--- config.mk ---
export PLATFORM = sky130hd
export DESIGN_NAME = alt_trigout_ts_ctrl
export DESIGN_NICKNAME = d
export VERILOG_FILES = /design/src/rtl/alt_trigout_pkg.sv /design/src/rtl/alt_trigout_sfifo.sv /design/src/rtl/alt_trigout_ts_ctrl.sv
export SDC_FILE = /design/constraint.sdc
export NUM_CORES = 1
export LEC_CHECK = 0
export ABC_AREA = 1
export CAP_MARGIN = 20
export CELL_PAD_IN_SITES_DETAIL_PLACEMENT = 1
export CELL_PAD_IN_SITES_GLOBAL_PLACEMENT = 2
export CORE_MARGIN = 2
export CORE_UTILIZATION = 42
export CTS_BUF_LIST = sky130_fd_sc_hd__clkbuf_8
export CTS_CLUSTER_DIAMETER = 150
export CTS_CLUSTER_SIZE = 16
export DETAILED_ROUTE_END_ITERATION = 10
export MAX_ROUTING_LAYER = met4
export PLACE_DENSITY = 0.9
export SETUP_SLACK_MARGIN = 0.3
export SLEW_MARGIN = 5
export SYNTH_ARGS = -nofsm -noshare
export SYNTH_HDL_FRONTEND = slang
export SYNTH_HIERARCHICAL = 1
export SYNTH_SLANG_ARGS = --single-unit
--- constraint.sdc ---
create_clock -name clk_i -period 6.6 [get_ports clk_i]
set_clock_uncertainty 0.1 [all_clocks]
set_input_delay 1.32 -clock clk_i [delete_from_list [all_inputs] [get_ports clk_i]]
set_output_delay 1.32 -clock clk_i [all_outputs]
set_load 0.05 [all_outputs]
--- src/rtl/alt_trigout_pkg.sv ---
`default_nettype none
// ============================================================================
//  Module      : alt_trigout_pkg
//  Description : Shared types and widths for the alt_trigout timestamp
//                capture path (queue entry layout, FSM state encoding).
//  Revision    : 1.0 - initial release
// ============================================================================
package alt_trigout_pkg;

    localparam int NSRC  = 5;   // 4 channels + external trigger
    localparam int SEC_W = 40;  // WR seconds width
    localparam int CYC_W = 28;  // WR cycles width

    // One queued timestamp event: 40 + 28 + 4 + 1 = 73 bits.
    typedef struct packed {
        logic [SEC_W-1:0] sec;
        logic [CYC_W-1:0] cycles;
        logic [3:0]       ch_mask;
        logic             ext_mask;
    } ts_entry_t;

    typedef enum logic [1:0] {
        ST_IDLE    = 2'd0,
        ST_COLLECT = 2'd1,
        ST_PUSH    = 2'd2
    } fsm_state_t;

endpackage
`default_nettype wire

--- src/rtl/alt_trigout_sfifo.sv ---
`default_nettype none
// ============================================================================
//  Module      : alt_trigout_sfifo
//  Description : Single-clock show-ahead FIFO of ts_entry_t. The head entry
//                is visible on dout_o whenever empty_o is low; dout_o is 0
//                while empty. A pop on an empty FIFO is ignored. Push and pop
//                in the same cycle both succeed, including when full.
//  Ports       : clk_i, rst_n_i (async active-low), push_i, pop_i, din_i,
//                full_o, empty_o, dout_o
//  Revision    : 1.0 - initial release
// ============================================================================
module alt_trigout_sfifo
    import alt_trigout_pkg::*;
#(
    parameter int DEPTH = 16
) (
    input  logic      clk_i,
    input  logic      rst_n_i,
    input  logic      push_i,
    input  logic      pop_i,
    input  ts_entry_t din_i,
    output logic      full_o,
    output logic      empty_o,
    output ts_entry_t dout_o
);

    localparam int AW = $clog2(DEPTH);

    ts_entry_t        r_mem [DEPTH];
    logic [AW:0]      r_wr_ptr;
    logic [AW:0]      r_rd_ptr;
    logic             w_empty;
    logic             w_full;
    logic             w_pop;
    logic             w_push;

    // Pointers carry one extra wrap bit so full and empty are distinguishable.
    assign w_empty = (r_wr_ptr == r_rd_ptr);
    assign w_full  = (r_wr_ptr[AW] != r_rd_ptr[AW]) &&
                     (r_wr_ptr[AW-1:0] == r_rd_ptr[AW-1:0]);

    // A simultaneous pop frees the slot a push into a full FIFO needs.
    assign w_pop  = pop_i & ~w_empty;
    assign w_push = push_i & (~w_full | w_pop);

    always_ff @(posedge clk_i or negedge rst_n_i) begin
        if (!rst_n_i) begin
            r_wr_ptr <= '0;
            r_rd_ptr <= '0;
        end else begin
            if (w_push) r_wr_ptr <= r_wr_ptr + (AW+1)'(1);
            if (w_pop)  r_rd_ptr <= r_rd_ptr + (AW+1)'(1);
        end
    end

    always_ff @(posedge clk_i) begin
        if (w_push) r_mem[r_wr_ptr[AW-1:0]] <= din_i;
    end

    assign full_o  = w_full;
    assign empty_o = w_empty;
    assign dout_o  = w_empty ? '0 : r_mem[r_rd_ptr[AW-1:0]];

endmodule
`default_nettype wire

--- src/rtl/alt_trigout_ts_ctrl.sv ---
`default_nettype none
// ============================================================================
//  Module      : alt_trigout_ts_ctrl
//  Description : Trigger timestamp capture and queue controller. Rising
//                edges on enabled sources are stamped with WR time, merged
//                over a COALESCE-cycle window and queued in a show-ahead FIFO
//                popped by the register bank's ts_cycles read strobe.
//  Ports       : clk_i, rst_n_i (async active-low)
//                ch_trig_i[4], ext_trig_i, ch_enable_i[4], ext_enable_i
//                wr_valid_i, tm_sec_i[40], tm_cycles_i[28]
//                pop_i, clr_ovf_i
//                ts_present_o, ts_sec_o[40], ts_cycles_o[28], ch_mask_o[4],
//                ext_mask_o, overflow_o, evcnt_o[32]
//  Options     : ALT_TRIGOUT_EVCNT_EN - when defined, evcnt_o counts entries
//                written into the FIFO; otherwise evcnt_o is tied to 0.
//  Revision    : 1.0 - initial release
// ============================================================================
module alt_trigout_ts_ctrl
    import alt_trigout_pkg::*;
#(
    parameter int DEPTH    = 16,
    parameter int COALESCE = 3
) (
    input  logic              clk_i,
    input  logic              rst_n_i,
    input  logic [3:0]        ch_trig_i,
    input  logic              ext_trig_i,
    input  logic [3:0]        ch_enable_i,
    input  logic              ext_enable_i,
    input  logic              wr_valid_i,
    input  logic [SEC_W-1:0]  tm_sec_i,
    input  logic [CYC_W-1:0]  tm_cycles_i,
    input  logic              pop_i,
    input  logic              clr_ovf_i,
    output logic              ts_present_o,
    output logic [SEC_W-1:0]  ts_sec_o,
    output logic [CYC_W-1:0]  ts_cycles_o,
    output logic [3:0]        ch_mask_o,
    output logic              ext_mask_o,
    output logic              overflow_o,
    output logic [31:0]       evcnt_o
);

    localparam logic [3:0] C_COALESCE_CNT = 4'(COALESCE);

    fsm_state_t        r_state;
    fsm_state_t        w_state_nxt;
    logic [NSRC-1:0]   r_src_d;
    logic [NSRC-1:0]   w_src;
    logic [NSRC-1:0]   w_hit;
    logic [NSRC-1:0]   r_mask;
    logic [NSRC-1:0]   w_mask_nxt;
    logic [3:0]        r_cnt;
    logic [3:0]        w_cnt_nxt;
    logic [SEC_W-1:0]  r_sec;
    logic [CYC_W-1:0]  r_cyc;
    logic              w_latch;
    logic              w_push_req;
    logic              w_full;
    logic              w_empty;
    logic              w_ovf_set;
    logic              r_ovf;
    ts_entry_t         w_din;
    ts_entry_t         w_head;

    // Edge detect: bit 4 is the external trigger.
    assign w_src = {ext_trig_i, ch_trig_i};
    assign w_hit = w_src & ~r_src_d & {ext_enable_i, ch_enable_i};

    // ------------------------------------------------------------------
    // FSM state and entry-assembly registers
    // ------------------------------------------------------------------
    always_ff @(posedge clk_i or negedge rst_n_i) begin
        if (!rst_n_i) begin
            r_state <= ST_IDLE;
            r_src_d <= '0;
            r_mask  <= '0;
            r_cnt   <= '0;
            r_sec   <= '0;
            r_cyc   <= '0;
        end else begin
            r_state <= w_state_nxt;
            r_src_d <= w_src;
            r_mask  <= w_mask_nxt;
            r_cnt   <= w_cnt_nxt;
            if (w_latch) begin
                r_sec <= tm_sec_i;
                r_cyc <= tm_cycles_i;
            end
        end
    end

    always_comb begin
        w_state_nxt = r_state;
        w_cnt_nxt   = r_cnt;
        w_mask_nxt  = r_mask;
        w_latch     = 1'b0;
        w_push_req  = 1'b0;
        case (r_state)
            ST_IDLE: begin
                // Edges without valid WR time cannot be stamped; drop them.
                if ((|w_hit) && wr_valid_i) begin
                    w_latch    = 1'b1;
                    w_mask_nxt = w_hit;
                    if (COALESCE == 0) begin
                        w_state_nxt = ST_PUSH;
                    end else begin
                        w_state_nxt = ST_COLLECT;
                        w_cnt_nxt   = C_COALESCE_CNT;
                    end
                end
            end
            ST_COLLECT: begin
                // Timestamp stays at the first edge; later edges only widen
                // the mask.
                w_mask_nxt = r_mask | w_hit;
                if (r_cnt == 4'd0) begin
                    w_state_nxt = ST_PUSH;
                end else begin
                    w_cnt_nxt = r_cnt - 4'd1;
                end
            end
            ST_PUSH: begin
                w_push_req  = 1'b1;
                w_state_nxt = ST_IDLE;
            end
            default: begin
                w_state_nxt = ST_IDLE;
            end
        endcase
    end

    // ------------------------------------------------------------------
    // Queue
    // ------------------------------------------------------------------
    assign w_din = '{sec:      r_sec,
                     cycles:   r_cyc,
                     ch_mask:  r_mask[3:0],
                     ext_mask: r_mask[4]};

    alt_trigout_sfifo #(
        .DEPTH (DEPTH)
    ) u_fifo (
        .clk_i   (clk_i),
        .rst_n_i (rst_n_i),
        .push_i  (w_push_req),
        .pop_i   (pop_i),
        .din_i   (w_din),
        .full_o  (w_full),
        .empty_o (w_empty),
        .dout_o  (w_head)
    );

    // A pop in the push cycle makes room, so only an unrelieved full drops.
    assign w_ovf_set = w_push_req & w_full & ~pop_i;

    always_ff @(posedge clk_i or negedge rst_n_i) begin
        if (!rst_n_i) begin
            r_ovf <= 1'b0;
        end else if (w_ovf_set) begin
            r_ovf <= 1'b1;
        end else if (clr_ovf_i) begin
            r_ovf <= 1'b0;
        end
    end

`ifdef ALT_TRIGOUT_EVCNT_EN
    logic        w_push_ok;
    logic [31:0] r_evcnt;

    assign w_push_ok = w_push_req & (~w_full | (pop_i & ~w_empty));

    always_ff @(posedge clk_i or negedge rst_n_i) begin
        if (!rst_n_i) begin
            r_evcnt <= '0;
        end else if (w_push_ok) begin
            r_evcnt <= r_evcnt + 32'd1;
        end
    end

    assign evcnt_o = r_evcnt;
`else
    assign evcnt_o = '0;
`endif

    assign ts_present_o = ~w_empty;
    assign ts_sec_o     = w_head.sec;
    assign ts_cycles_o  = w_head.cycles;
    assign ch_mask_o    = w_head.ch_mask;
    assign ext_mask_o   = w_head.ext_mask;
    assign overflow_o   = r_ovf;

endmodule
`default_nettype wire

==> metrics.txt <==
# TYPE chip_impl_metric gauge
chip_impl_info{name="status",value="complete, no violations"} 1
chip_impl_info{name="synthFlopType",value="sky130_fd_sc_hd__edfxtp_1"} 1
chip_impl_metric{name="route.detailed.vias_per_inst",unit=""} 5.09
chip_impl_metric{name="die_w",unit="um"} 365
chip_impl_metric{name="number_of_i_o_pins",unit=""} 190
chip_impl_metric{name="grt_util_met1",unit="%"} 29.9
chip_impl_metric{name="grt_pass1_wl",unit="um"} 232000
chip_impl_metric{name="cts_htree_levels",unit=""} 3
chip_impl_metric{name="sequentialPowerShare",unit="%"} 43.9
chip_impl_metric{name="groute.usage.overall",unit="%"} 23.7
chip_impl_metric{name="cp.required",unit="ps"} 5180
chip_impl_metric{name="drt_pass1_iterations",unit=""} 6
chip_impl_info{name="min_path_type",value="flip-flop to flip-flop"} 1
chip_impl_metric{name="synth_top_area_share",unit="%"} 64.1
chip_impl_metric{name="antenna_found_initial",unit=""} 3
chip_impl_metric{name="power.total",unit="uW"} 25800
chip_impl_metric{name="maxSlewHeadroom",unit="%"} 19.8
chip_impl_metric{name="fmaxAchievable",unit="MHz"} 166
chip_impl_metric{name="timing.final.max_slew_violations",unit=""} 0
chip_impl_metric{name="layout.filler_cells",unit=""} 14406
chip_impl_metric{name="utilization",unit="%"} 46.0
chip_impl_metric{name="grt_max_degree",unit=""} 187
chip_impl_metric{name="synthesized_area_fraction_occupied_by_and_or_nand_nor_cells",unit="%"} 20.4
chip_impl_metric{name="cts_setup_buffers",unit=""} 0
chip_impl_metric{name="ant_nets",unit=""} 0
chip_impl_metric{name="synth_xor_area_share",unit="%"} 0.144
chip_impl_metric{name="grt_use_met2",unit="%"} 40.6
chip_impl_metric{name="post_place_instance_area",unit="um^2"} 58000
chip_impl_metric{name="period_needed",unit="ps"} 6010
chip_impl_metric{name="preCtsSetupSlack",unit="ps"} 1480
chip_impl_metric{name="detail_route.wl_per_cell",unit="um"} 21.0
chip_impl_metric{name="power_frac_comb",unit="%"} 41.3
chip_impl_info{name="cts-root-buf",value="sky130_fd_sc_hd__clkbuf_8"} 1
chip_impl_metric{name="synth_warnings",unit=""} 6
chip_impl_metric{name="final_min_period_over_clock_period",unit="%"} 91.1
chip_impl_metric{name="core.rowCount",unit=""} 132
chip_impl_metric{name="worst_skew_pair.late_latency",unit="ps"} 780
chip_impl_metric{name="crit_arrival",unit="ps"} 4590
chip_impl_metric{name="finalSetupViolations",unit=""} 0
chip_impl_metric{name="synth_enable_flop_cells",unit=""} 1168
chip_impl_metric{name="max-vdd-ir-drop",unit="V"} 0.000465
chip_impl_metric{name="switching_share",unit="%"} 44.4
chip_impl_metric{name="globalRouteMet3Util",unit="%"} 2.41
chip_impl_metric{name="grt_pass1_vias",unit=""} 39191
chip_impl_metric{name="cts.clk_slew.worst_paths",unit="ps"} 110
chip_impl_metric{name="drive_gt1_share",unit="%"} 4.79
chip_impl_metric{name="cts.sink_count",unit=""} 1263
chip_impl_metric{name="flow.area_growth_from_synthesis",unit="%"} 8.78
chip_impl_metric{name="die_height",unit="um"} 365
chip_impl_metric{name="cts-resized-gates",unit=""} 0
chip_impl_metric{name="synth_compound_gate_area_share",unit="%"} 1.78
chip_impl_metric{name="final_design_area_no_fill",unit="um^2"} 59500
chip_impl_metric{name="timing_hold_violations_final",unit=""} 0
chip_impl_metric{name="tns",unit="ps"} 0
chip_impl_metric{name="place.gp.congestion",unit=""} 0.741
chip_impl_metric{name="pwr_density_cell",unit="nW/um^2"} 433
chip_impl_info{name="worst_flop_to_flop_path_startpoint",value="u_fifo/r_rd_ptr[1]"} 1
chip_impl_metric{name="placeableCoreArea",unit="um^2"} 129000
chip_impl_metric{name="ff2ff_path_depth",unit=""} 9
chip_impl_metric{name="post_synth_instance_area",unit="um^2"} 54700
chip_impl_metric{name="synth_seq_area_share",unit="%"} 68.4
chip_impl_metric{name="postLayoutSetupSlackWorst",unit="ps"} 586
chip_impl_metric{name="total_switching_power",unit="uW"} 11400
chip_impl_metric{name="setup.reg_to_reg.worst_slack",unit="ps"} 2680
chip_impl_info{name="reg2reg_to",value="u_fifo/r_mem[5][25]"} 1
chip_impl_metric{name="synth-async-reset-ratio",unit="%"} 7.52
chip_impl_metric{name="synth.distinct_cells",unit=""} 28
chip_impl_metric{name="internal-power",unit="uW"} 14300
chip_impl_info{name="most_used_standard_cell_by_instance_count_after_synthesis",value="sky130_fd_sc_hd__nand2_1"} 1
chip_impl_metric{name="via_count",unit=""} 36908
chip_impl_info{name="critical_path.startpoint_type",value="flip-flop"} 1
chip_impl_metric{name="netlist_instances",unit=""} 5382
chip_impl_metric{name="critical_path.max_fanout",unit=""} 67
chip_impl_metric{name="leakagePower",unit="uW"} 0.0258
chip_impl_metric{name="drt_drc_violations_left",unit=""} 0
chip_impl_metric{name="route.final.wire_length",unit="um"} 153000
chip_impl_metric{name="detailed_place_hpwl",unit="um"} 83700
chip_impl_info{name="worst_setup_path_end_kind",value="primary output"} 1
chip_impl_info{name="grt_most_used_layer",value="met2"} 1
chip_impl_metric{name="max_cap_violations",unit=""} 0
chip_impl_metric{name="fin_nets",unit=""} 5532
chip_impl_metric{name="gr-total-overflow",unit=""} 0
chip_impl_info{name="synth_area_leaders",value="sky130_fd_sc_hd__edfxtp_1 (64%), sky130_fd_sc_hd__nand2_1 (15%), sky130_fd_sc_hd__inv_1 (6.2%), sky130_fd_sc_hd__nand3_1 (5.5%), sky130_fd_sc_hd__dfrtp_1 (4.3%)"} 1
chip_impl_info{name="worst_hold_startpoint",value="r_cnt[1]"} 1
chip_impl_metric{name="cts_bufs_inserted",unit=""} 88
chip_impl_metric{name="worst_slew_pin_slew",unit="ps"} 1200
chip_impl_info{name="holdPathEnd",value="r_cnt[1]"} 1
chip_impl_metric{name="synth_mux_area_share",unit="%"} 0
chip_impl_metric{name="cts_hold_fix_bufs",unit=""} 0
chip_impl_metric{name="initialDrtViolationCount",unit=""} 3009
chip_impl_info{name="synth.largest_area_cell",value="sky130_fd_sc_hd__edfxtp_1"} 1
chip_impl_info{name="rsz_0062_raised_after_global_routing",value="no"} 1
chip_impl_info{name="netlist_top_cells_count",value="sky130_fd_sc_hd__nand2_1 (2127), sky130_fd_sc_hd__edfxtp_1 (1168), sky130_fd_sc_hd__inv_1 (897)"} 1
chip_impl_metric{name="synth.avg_cell_area",unit="um^2"} 10.2
chip_impl_info{name="path_class",value="flip-flop to primary output"} 1
chip_impl_metric{name="hold-path-cell-count",unit=""} 2
chip_impl_metric{name="initial_utilization",unit="%"} 42.3
chip_impl_info{name="synth_top_family_by_area",value="simple AND/OR/NAND/NOR gates"} 1
chip_impl_metric{name="clockPowerShare",unit="%"} 14.8
chip_impl_info{name="cts_tree",value="built"} 1
chip_impl_metric{name="post_synth_fa_ha_maj_area_fraction",unit="%"} 0.160
chip_impl_metric{name="total_die_area",unit="um^2"} 133000
chip_impl_metric{name="cts_max_path_buffers",unit=""} 3
chip_impl_metric{name="buffer_ports.inserted",unit=""} 157
chip_impl_metric{name="synth_seq_cells",unit=""} 1263
-- metal layers --
metal	part of all wire [%]	wire, um
met1	43	65200
met2	50	76300
met3	4.7	7230
met4	2.6	3980
met5	0	0
-- worst max path at each step --
| stage | start | end | slack [ps] | cells after the start |
|---|---|---|---|---|
| 2_1_floorplan | pop_i | u_fifo/r_mem[10][0] | 1200 | 5 |
| 3_3_place_gp | u_fifo/r_rd_ptr[0] | ts_sec_o[38] | 1410 | 9 |
| 3_5_place_dp | u_fifo/r_rd_ptr[1] | ts_sec_o[5] | 1480 | 9 |
| 4_1_cts | u_fifo/r_rd_ptr[1] | ts_sec_o[5] | 580 | 9 |
| 5_1_grt | u_fifo/r_rd_ptr[0] | ts_sec_o[39] | 390 | 8 |
| 6_report | u_fifo/r_rd_ptr[0] | ts_sec_o[38] | 590 | 9 |
-- area by class of cell --
class	instances	area [um^2]	share of cell area, %
repair buffers	232	2440	4.09
clock buffers	90	1240	2.08
well taps	1742	2180	3.66
multi-input cells	2955	12500	21.0
inverters	902	3410	5.73
clock inverters	72	283	0.475
flip-flops and latches	1263	37500	62.9
diodes	1	2.50	0.00420
-- state kept, by name, summed over array words and instances, names as in the netlist --
name	count
r_src_d	5
u_fifo/r_wr_ptr	5
u_fifo/r_mem	1168
r_state	2
overflow_o	1
u_fifo/r_rd_ptr	5
r_cyc	28
r_sec	40
r_mask	5
r_cnt	4
-- layout by cell type, fill, tap and decap left out, drive strengths merged --
master         synthesis  layout
o21ai                 70      70
a21oi                 73      73
nand3                603     603
conb                   1      32
clkbuf                56      90
clkinvlp               0       2
o21bai                 1       1
ha                     7       7
nand2               2128    2128
o22ai                  1       1
inv                  902     972
edfxtp              1168    1168
dfrtp                 95      95
xor2                   4       4
nor2                  29      29
nand4                  1       1
diode                  0       1
buf                  237      76
xnor2                  5       5
nand3b                 1       1
clkdlybuf4s50          0     156
-- worst max-delay path, stage by stage (launching register included) --
cell and delay (ps):
sky130_fd_sc_hd__dfrtp_4 770, sky130_fd_sc_hd__inv_8 450, sky130_fd_sc_hd__buf_4 620, sky130_fd_sc_hd__nand2_1 120, sky130_fd_sc_hd__nand2_1 90, sky130_fd_sc_hd__nand2_1 50, sky130_fd_sc_hd__nand3_1 90, sky130_fd_sc_hd__nand3_1 80
sky130_fd_sc_hd__a21oi_1 510, sky130_fd_sc_hd__clkdlybuf4s50_1 920
-- logic make-up (layout without fill, tap and decap cells) --
kind of cell	after synthesis	after routing
AO/OA/AOI/OAI	145	145
XOR/XNOR	9	9
adder cells (fa/ha/maj)	7	7
buffers and inverters	1195	1296
flip-flops	1263	1263
other	1	33
AND/OR/NAND/NOR	2762	2762
-- stage by stage --
stage / hold slack [ps] / std cells
after floorplan: 376 / 5413
after global placement: 395 / 7093
after detailed placement: 415 / 7094
after CTS: 441 / 7256
after global routing: 479 / 7257
final: 433 / 7257
-- power groups by stage --
stage | combinational (uW) | clock [uW] | sequential [uW]
2_1_floorplan | 7330 | 0 | 10900
3_3_place_gp | 10500 | 0 | 11400
3_5_place_dp | 10700 | 0 | 11500
4_1_cts | 10700 | 3930 | 11300
5_1_grt | 11500 | 4200 | 11500
6_report | 10600 | 3810 | 11300
Note: power is estimated with default switching activity, not from simulation.
